===== src/rtl/hs4_sync_bridge.sv =====
// Receiver for a bundled-data 4-phase handshake: synchronises req_i into clk_i,
// captures data_i into a circular FIFO and presents the FIFO as a valid/ready stream.
module hs4_sync_bridge #(
    parameter int DataWidth  = 32,
    parameter int Depth      = 2,
    parameter int SyncStages = 2
) (
    input  logic                         clk_i,
    input  logic                         rst_i,
    input  logic                         req_i,
    input  logic [DataWidth-1:0]         data_i,
    output logic                         ack_o,
    output logic                         valid_o,
    input  logic                         ready_i,
    output logic [DataWidth-1:0]         data_o,
    output logic [$clog2(Depth+1)-1:0]   count_o
);

    localparam int CountW = $clog2(Depth + 1);
    localparam int PtrW   = (Depth > 1) ? $clog2(Depth) : 1;
    localparam logic [CountW-1:0] DepthC  = CountW'(Depth);
    localparam logic [PtrW-1:0]   LastPtr = PtrW'(Depth - 1);

    typedef enum logic {
        IDLE  = 1'b0,
        ACKED = 1'b1
    } state_e;

    state_e                 state_q;
    logic                   ack_q;
    logic [SyncStages-1:0]  sync_q;
    logic                   req_s;
    logic [DataWidth-1:0]   mem_q [Depth];
    logic [PtrW-1:0]        wr_ptr_q, wr_ptr_d;
    logic [PtrW-1:0]        rd_ptr_q, rd_ptr_d;
    logic [CountW-1:0]      count_q, count_d;
    logic                   push;
    logic                   pop;

    // req_i is asynchronous; only the last flop of this chain is ever observed.
    always_ff @(posedge clk_i) begin
        if (rst_i) begin
            sync_q <= '0;
        end else begin
            sync_q <= {sync_q[SyncStages-2:0], req_i};
        end
    end

    assign req_s = sync_q[SyncStages-1];

    // Full test uses the pre-edge count, so a same-cycle pop never frees a slot for push.
    assign push = (state_q == IDLE) && req_s && (count_q < DepthC);
    assign pop  = (count_q != '0) && ready_i;

    always_ff @(posedge clk_i) begin
        if (rst_i) begin
            state_q <= IDLE;
            ack_q   <= 1'b0;
        end else begin
            case (state_q)
                IDLE: begin
                    if (push) begin
                        state_q <= ACKED;
                        ack_q   <= 1'b1;
                    end
                end
                ACKED: begin
                    if (!req_s) begin
                        state_q <= IDLE;
                        ack_q   <= 1'b0;
                    end
                end
                default: begin
                    state_q <= IDLE;
                    ack_q   <= 1'b0;
                end
            endcase
        end
    end

    always_comb begin
        wr_ptr_d = wr_ptr_q;
        rd_ptr_d = rd_ptr_q;
        count_d  = count_q;
        if (push) begin
            wr_ptr_d = (wr_ptr_q == LastPtr) ? '0 : wr_ptr_q + 1'b1;
        end
        if (pop) begin
            rd_ptr_d = (rd_ptr_q == LastPtr) ? '0 : rd_ptr_q + 1'b1;
        end
        case ({push, pop})
            2'b10:   count_d = count_q + 1'b1;
            2'b01:   count_d = count_q - 1'b1;
            default: count_d = count_q;
        endcase
    end

    always_ff @(posedge clk_i) begin
        if (rst_i) begin
            wr_ptr_q <= '0;
            rd_ptr_q <= '0;
            count_q  <= '0;
            for (int i = 0; i < Depth; i++) begin
                mem_q[i] <= '0;
            end
        end else begin
            wr_ptr_q <= wr_ptr_d;
            rd_ptr_q <= rd_ptr_d;
            count_q  <= count_d;
            if (push) begin
                mem_q[wr_ptr_q] <= data_i;
            end
        end
    end

    assign ack_o   = ack_q;
    assign valid_o = (count_q != '0);
    assign data_o  = mem_q[rd_ptr_q];
    assign count_o = count_q;

endmodule


===== config.mk =====
export PLATFORM = sky130hd
export DESIGN_NAME = hs4_sync_bridge
export DESIGN_NICKNAME = d
export VERILOG_FILES = /design/src/rtl/hs4_sync_bridge.sv
export SDC_FILE = /design/constraint.sdc
export NUM_CORES = 1
export LEC_CHECK = 0
export ABC_AREA = 0
export CAP_MARGIN = 10
export CORE_MARGIN = 4
export CORE_UTILIZATION = 35
export DETAILED_ROUTE_END_ITERATION = 12
export SYNTH_ARGS = -nofsm -noshare
export SYNTH_HDL_FRONTEND = slang
export SYNTH_SLANG_ARGS = --single-unit

===== constraint.sdc =====
create_clock -name clk_i -period 3.47 [get_ports clk_i]
set_clock_uncertainty 0.05 [all_clocks]
set_input_delay 0.347 -clock clk_i [delete_from_list [all_inputs] [get_ports clk_i]]
set_output_delay 0.347 -clock clk_i [all_outputs]
set_load 0.05 [all_outputs]

# == Yosys cells after proc, flatten, opt, wreduce, memory -nomap -nowiden ==
# Memory sizes are Yosys's and may differ from the RTL's. A register that Yosys moved wholly into a read port is not among the register bits.
# Cells that the tools add are included.
# word_totals
register_bits,8
ram_bits,64
out_inout_bits,36
word_cells,42
mem_count,1
# memory_table
memory,words,width,read_ports,rd_clocked_by_memory_dff,wr,line,source
mem_q,2,32,1,1,2,33,logic [DataWidth-1:0] mem_q [Depth];
# classes
addsub,4
n_lt_le_gt_ge,1
n_eq_ne,4
muxes,18
bitwise_logic,1
n_reduce_logical,7
# op_table
cell,n
$mux 32,1
$reduce_or 32->1,1
$mux 1,14
$ne 2x2->1 const B,2
$pmux 1 s2,2
$pmux 2 s2,1
$reduce_bool 2->1,2
$logic_and 1x1->1,3
$add 1x1->1 const B,2
$add 2x1->2 const B,1
$eq 2x1->1 const B,1
$eq 2x2->1 const B,1
$lt 2x2->1 const B,1
$reduce_and 2->1,1
$sub 2x1->2 const B,1
$not 1->1,1

# == Longest topological paths before layout ==
# Gate-level depths: netlist of run 1.
# depth
ltp_word,8
ltp_mapped,6

# == Worst setup path before layout of run 1 ==
# Ideal clock, no wire load.
# synth_path
path_kind,register -> register
start,"reg count_q[1], in the netlist count_o[1]"
end,"mem mem_q[0][0], enable pin"
arrival_time_ns,2.606
t_required_ns,2.992
path_slack_ns,0.386
stages_incl_launch_ff,4
n_path_buf,1
period_less_slack_ns,3.084
cell_sequence,dfxtp_1 -> or3b_1 -> buf_2 -> o21bai_1
# synth_lines
element,line,source
start: declaration,36,"logic [CountW-1:0] count_q, count_d;"
start signal: assignment,109,count_q <= count_d;
end: declaration,33,

==> results.sh, run 1 <==
export IMPL_area_enclosed_by_the_die_boundary_um2=10500
export IMPL_areaGrowthSynthToFinish_pct=32.1
export IMPL_dr_wl_met3_um=324
export IMPL_topRoutingLayerUsed="met4"
export IMPL_synth_lib_cells_used_distinct=26
export IMPL_final_period_utilization_pct=78.9
export IMPL_insertion_delay_ps=330
export IMPL_initial_core_util_pct=35.8
export IMPL_fin_nets=321
export IMPL_cap_viol_max_count=0
export IMPL_io_buffer_count=71
export IMPL_cts_buffers_inserted=9
export IMPL_timing_final_crit_period_ps=2740
export IMPL_ff2ff_path_depth=3
export IMPL_cts_max_path_buffers=2
export IMPL_worstMarginPinSlew_ps=806
export IMPL_result_of_the_run="complete, no violations"
export IMPL_drc=0
export IMPL_cts_htree_levels=3
export IMPL_die_y_um=103
export IMPL_clock_tree_root_cell="sky130_fd_sc_hd__clkbuf_8"
export IMPL_tritoncts_num_sinks=73
export IMPL_mostFrequentLayoutCell="sky130_fd_sc_hd__clkdlybuf4s50_1"
export IMPL_max_slew_margin_rel_pct=46.2
export IMPL_die_width_um=103
export IMPL_core_rowCount=34
export IMPL_hold_start="sync_q[0]$_SDFF_PP0_"
export IMPL_postSynthAreaPerCell_um2=14.6
export IMPL_wl_met2_mm=3.00
export IMPL_m1WireLength_mm=2.90
export IMPL_detail_route_wl_per_cell_um=15.8
export IMPL_fin_setup_tns_ps=0
export IMPL_number_of_global_route_vias_before_repair=1988
export IMPL_finalNonFillerCells=396
export IMPL_num_io_pins=72
export IMPL_first_pass_iters=4
export IMPL_total_leakage_power_nw=1.72
export IMPL_final_cell_mix="sky130_fd_sc_hd__clkdlybuf4s50_1 (71), sky130_fd_sc_hd__and3_1 (64), sky130_fd_sc_hd__edfxtp_1 (64), sky130_fd_sc_hd__mux2_2 (30), sky130_fd_sc_hd__clkbuf_8 (9)"
export IMPL_min_delay_path_class="reg2reg"
export IMPL_yosys_register_bits=73
export IMPL_n_antenna_cell=0
export IMPL_vias_per_cell=4.87
export IMPL_fill_cells=778
export IMPL_wl_mm=6.26
export IMPL_finalHoldViolCount=0
export IMPL_synthesis_yosys_warnings=0
export IMPL_timing_worst_setup_path_type="reg2out"
export IMPL_seq_area_frac_synth_pct=67.3
export IMPL_cts_post_setup_buffers_inserted=0
export IMPL_worstPathArrival_ps=2340
export IMPL_hold_depth=1
export IMPL_cp_start_kind="register"
export IMPL_cp_data_required_time_ps=3070
export IMPL_timing_final_ws_setup_ps=732
export IMPL_drive_gt1_share_pct=19.4
export IMPL_grt_setup_unrepaired="no"
export IMPL_max_slew_violations=0
export IMPL_holdPathEnd="sync_q[1]$_SDFF_PP0_"
export IMPL_finalCoreUtilization_pct=47.3
export IMPL_placement_setup_worst_slack_ps=1010
export IMPL_finalSetupViolCount=0
export IMPL_drt_iter0_markers=58
export IMPL_congestion_overflow_gr=0
export IMPL_initial_antenna_violation_count=0
export IMPL_cell_area_reported_after_detailed_placement_um2=3950
export IMPL_max_freq_ghz=0.365
export IMPL_postSynthNetCount=251
export IMPL_mappedNetlistArea_um2=3130
export IMPL_post_layout_total_power_mw=2.21
export IMPL_routed_via_count=1928
export IMPL_crit_reg2reg_launch="count_o[1]$_SDFFE_PP0P_"
export IMPL_post_place_cells=381
export IMPL_cts_clk_slew_worst_paths_ps=70
export IMPL_crit_path_end_kind="primary output"
export IMPL_cellPowerDensity_nw_per_um2=534
export IMPL_regToRegEndpoint="mem_q[0][18]$_SDFFCE_PN0P_"
export IMPL_drt_antenna_violating_nets=0
export IMPL_gp_weighted_congestion=0.696
export IMPL_tritoncts="built"
export IMPL_global_route_wire_length_before_repair_mm=9.93
export IMPL_cts_repair_resized=0
export IMPL_worst_ir_drop_vdd_mv=0.240
export IMPL_syn_instance_count=214
export IMPL_hold_buffer_count_at_cts=0
export IMPL_finalInstanceArea_um2=4130
export IMPL_critical_path_max_fanout=32
export IMPL_maximum_number_of_pins_on_one_net_before_global_route_repair=35
export IMPL_groute_usage_overall_pct=12.8
export IMPL_finalHoldWorstSlack_ps=391
export IMPL_hpwlAfterDp_mm=3.86
export IMPL_core_area_um2=8720
export IMPL_ff2ff_setup_slack_ps=1350
-- report_power, final --
group	total, mW	leakage [nW]	switching [mW]	internal [mW]
Sequential	1.05	0.739	0.0460	1.00
Combinational	0.546	0.886	0.328	0.218
Clock	0.609	0.0929	0.284	0.325
-- how the worst max path moves through the flow --
stage / depth (start not counted) / endpoint / slack (ps)
after floorplan: 3 / mem_q[0][0]$_SDFFCE_PN0P_ / 390
after global placement: 3 / mem_q[1][29]$_SDFFCE_PN0P_ / 1030
after detailed placement: 3 / mem_q[1][29]$_SDFFCE_PN0P_ / 1010
after CTS: 2 / data_o[31] / 680
after global routing: 2 / data_o[31] / 590
final: 2 / data_o[31] / 730
-- cell families after synthesis --
| logic type | Yosys count | synth area share, % |
|---|---|---|
| adders and majority gates | 1 | 0.400 |
| buffers and inverters | 20 | 2.80 |
| AOI/OAI and AO/OA | 8 | 1.64 |
| and+or+nand+nor | 76 | 15.3 |
| DFF | 73 | 67.3 |
| xor gates and xnor gates | 4 | 1.12 |
| muxes | 32 | 11.5 |
-- worst max-delay path: stages, from the launching register on --
cell                              delay [ps]
sky130_fd_sc_hd__dfxtp_2                 860
sky130_fd_sc_hd__mux2_2                  430
sky130_fd_sc_hd__clkdlybuf4s50_1         710
-- layer usage --
metal | global-route usage (%) | up-vias
li1 | - | 942
met1 | 17.3 | 929
met2 | 19.4 | 53
met3 | 3.86 | 4
met4 | 4.84 | 0
met5 | 0 | -
-- cell usage after synthesis, drive strengths merged --
master   n  share of area [%]
and3    64                 13
edfxtp  64                 61
mux2    32                 12
clkbuf  14                1.9
dfxtp    9                5.8
nor2     5               0.60
buf      4               0.64
a21oi    2               0.32
inv      2               0.24
nor2b    2               0.40
o21ai    2               0.32
xnor2    2               0.56
xor2     2               0.56
a211oi   1               0.24
a31o     1               0.28
and2b    1               0.24
ha       1               0.40
nor3     1               0.52
o21a     1               0.24
o21bai   1               0.24
or2      1               0.20
or3      1               0.20
or3b     1               0.28
-- registers in the layout, summed over array words and instances (netlist names), named ones only --
| signal | cells |
|---|---|
| ack_o | 1 |
| rd_ptr_q | 1 |
| state_q | 1 |
| sync_q | 2 |
| mem_q | 64 |
| count_o | 2 |
| wr_ptr_q | 1 |
-- layout make-up --
| cell class | count | area [um2] | area share (%) |
|---|---|---|---|
| clock buffer | 11 | 131 | 3.18 |
| tap | 108 | 135 | 3.27 |
| sequential | 73 | 2100 | 51.0 |
| clock inverter | 4 | 45.0 | 1.09 |
| multi-input combinational | 121 | 950 | 23.0 |
| timing repair buffer | 77 | 756 | 18.3 |
| inverter | 2 | 7.51 | 0.182 |
Note: power is estimated with default switching activity, not from simulation.
==> inputs of run 2 (changes only) <==
clock period = 2.9 ns   (was 3.47 ns; I/O delays follow)
==> run 2 against run 1 <==
Die area stayed put. Non-clock buffer count up 1. Core utilization grew 0.46 points.
==> results.sh, run 2 (synthesis gave the netlist of run 1 again) <==
export IMPL_result_of_the_run="complete, no violations"
export IMPL_total_leakage_power_nw=1.73
export IMPL_max_slew_violations=0
export IMPL_io_buffer_count=71
export IMPL_drt_iter0_markers=67
export IMPL_total_switching_power_mw=0.797
export IMPL_critical_path_slowest_cell="sky130_fd_sc_hd__clkdlybuf4s50_1"
export IMPL_final_period_utilization_pct=84.6
export IMPL_wl_mm=6.32
export IMPL_congestion_overflow_gr=0
export IMPL_cp_start_kind="register"
export IMPL_placement_setup_worst_slack_ps=768
export IMPL_initial_core_util_pct=35.8
export IMPL_worstPathArrival_ps=2110
export IMPL_finalHoldViolCount=0
export IMPL_critical_path_max_fanout=24
export IMPL_vias_per_cell=4.93
export IMPL_number_of_global_route_vias_before_repair=2102
export IMPL_timing_final_ws_setup_ps=448
export IMPL_power_sequential_fraction_pct=46.4
export IMPL_maximum_number_of_pins_on_one_net_before_global_route_repair=37
export IMPL_timing_worst_setup_path_type="reg2out"
export IMPL_post_place_cells=381
export IMPL_groute_usage_overall_pct=13.3
export IMPL_switching_share_pct=29.9
export IMPL_max_freq_ghz=0.408
export IMPL_cts_post_setup_buffers_inserted=0
export IMPL_drive_gt1_share_pct=19.7
export IMPL_fin_nets=322
export IMPL_core_area_um2=8720
export IMPL_fin_setup_tns_ps=0
export IMPL_cell_area_reported_after_detailed_placement_um2=3980
export IMPL_core_rowCount=34
export IMPL_cellPowerDensity_nw_per_um2=639
export IMPL_initial_antenna_violation_count=0
export IMPL_area_enclosed_by_the_die_boundary_um2=10500
export IMPL_finalInstanceArea_um2=4170
export IMPL_first_pass_iters=4
export IMPL_ff2ff_setup_slack_ps=980
export IMPL_hpwlAfterDp_mm=3.86
export IMPL_detail_route_wl_per_cell_um=15.9
export IMPL_die_width_um=103
export IMPL_grt_setup_unrepaired="no"
export IMPL_routed_via_count=1959
export IMPL_gp_weighted_congestion=0.719
export IMPL_cts_repair_resized=0
export IMPL_cpPeakStageDelay_ps=710
export IMPL_cts_max_path_buffers=2
export IMPL_die_y_um=103
export IMPL_worstMarginPinSlew_ps=659
export IMPL_internal_power_mw=1.87
export IMPL_drc=0
export IMPL_mostFrequentLayoutCell="sky130_fd_sc_hd__clkdlybuf4s50_1"
export IMPL_drt_antenna_violating_nets=0
export IMPL_final_cell_mix="sky130_fd_sc_hd__clkdlybuf4s50_1 (71), sky130_fd_sc_hd__and3_1 (64), sky130_fd_sc_hd__edfxtp_1 (64), sky130_fd_sc_hd__mux2_2 (30), sky130_fd_sc_hd__clkbuf_8 (9)"
export IMPL_tritoncts="built"
export IMPL_n_antenna_cell=0
export IMPL_finalSetupViolCount=0
export IMPL_crit_path_end_kind="primary output"
export IMPL_min_delay_path_class="reg2reg"
export IMPL_clock_tree_root_cell="sky130_fd_sc_hd__clkbuf_8"
export IMPL_num_io_pins=72
export IMPL_max_slew_margin_rel_pct=56.0
export IMPL_cts_buffers_inserted=9
export IMPL_global_route_wire_length_before_repair_mm=10.4
export IMPL_timing_final_crit_period_ps=2450
export IMPL_cts_clk_slew_worst_paths_ps=70
export IMPL_regMostFlops="mem_q"
export IMPL_critical_path_cell_chain="buf_12 -> mux2_2 -> clkdlybuf4s50_1"
export IMPL_insertion_delay_ps=330
export IMPL_cts_htree_levels=3
export IMPL_areaGrowthSynthToFinish_pct=33.3
export IMPL_worst_ir_drop_vdd_mv=0.355
export IMPL_tritoncts_num_sinks=73
export IMPL_cp_data_required_time_ps=2560
export IMPL_cap_viol_max_count=0
export IMPL_power_frac_clock_pct=27.6
export IMPL_largest_reg_flops=64
export IMPL_power_frac_comb_pct=26.0
export IMPL_hold_buffer_count_at_cts=0
export IMPL_finalNonFillerCells=397
==> run 2: critical path: cells and delay by family, from the launching register on <==
kind	cells	cell delay, ps
flip-flops	1	480
buffers and inverters	2	940
multiplexers	1	360
==> run 2: routing by layer <==
layer	track usage, %	vias up	wire length, um
li1	-	945	-
met1	16.4	957	2740
met2	21.2	47	3070
met3	4.53	10	402
met4	5.95	0	106
met5	0	-	0
==> run 2: layout make-up <==
cell class                 count  area [um2]
timing repair buffer          78         796
multi-input combinational    121         950
clock inverter                 4        45.0
fill                         788        4550
tap                          108         135
sequential                    73        2100
clock buffer                  11         131
inverter                       2        7.51
==> run 2: worst paths after layout <==
check	end	startpoint	cells past startpoint
max	data_o[0]	register	3
min reg2reg	sync_q[1]$_SDFF_PP0_	sync_q[0]$_SDFF_PP0_	1
min	sync_q[1]$_SDFF_PP0_	sync_q[0]$_SDFF_PP0_	1
max reg2reg	count_o[1]$_SDFFE_PP0P_	count_o[1]$_SDFFE_PP0P_	4
==> run 2: power by group through the flow <==
stage	Clock (mW)	Combinational (mW)	Sequential [mW]
floorplan	0	0.441	1.26
global placement	0	0.694	1.26
detailed placement	0	0.693	1.26
CTS	0.754	0.697	1.24
global route	0.807	0.735	1.24
finish	0.735	0.692	1.23
==> run 2: stage by stage <==
| step | hold WS, ps | util (%) | power, mW |
|---|---|---|---|
| 2_1_floorplan | 312 | - | 1.70 |
| 3_3_place_gp | 380 | 45.6 | 1.95 |
| 3_5_place_dp | 384 | 45.6 | 1.95 |
| 4_1_cts | 400 | 47.6 | 2.69 |
| 5_1_grt | 432 | 47.8 | 2.78 |
| 6_report | 391 | 47.8 | 2.66 |
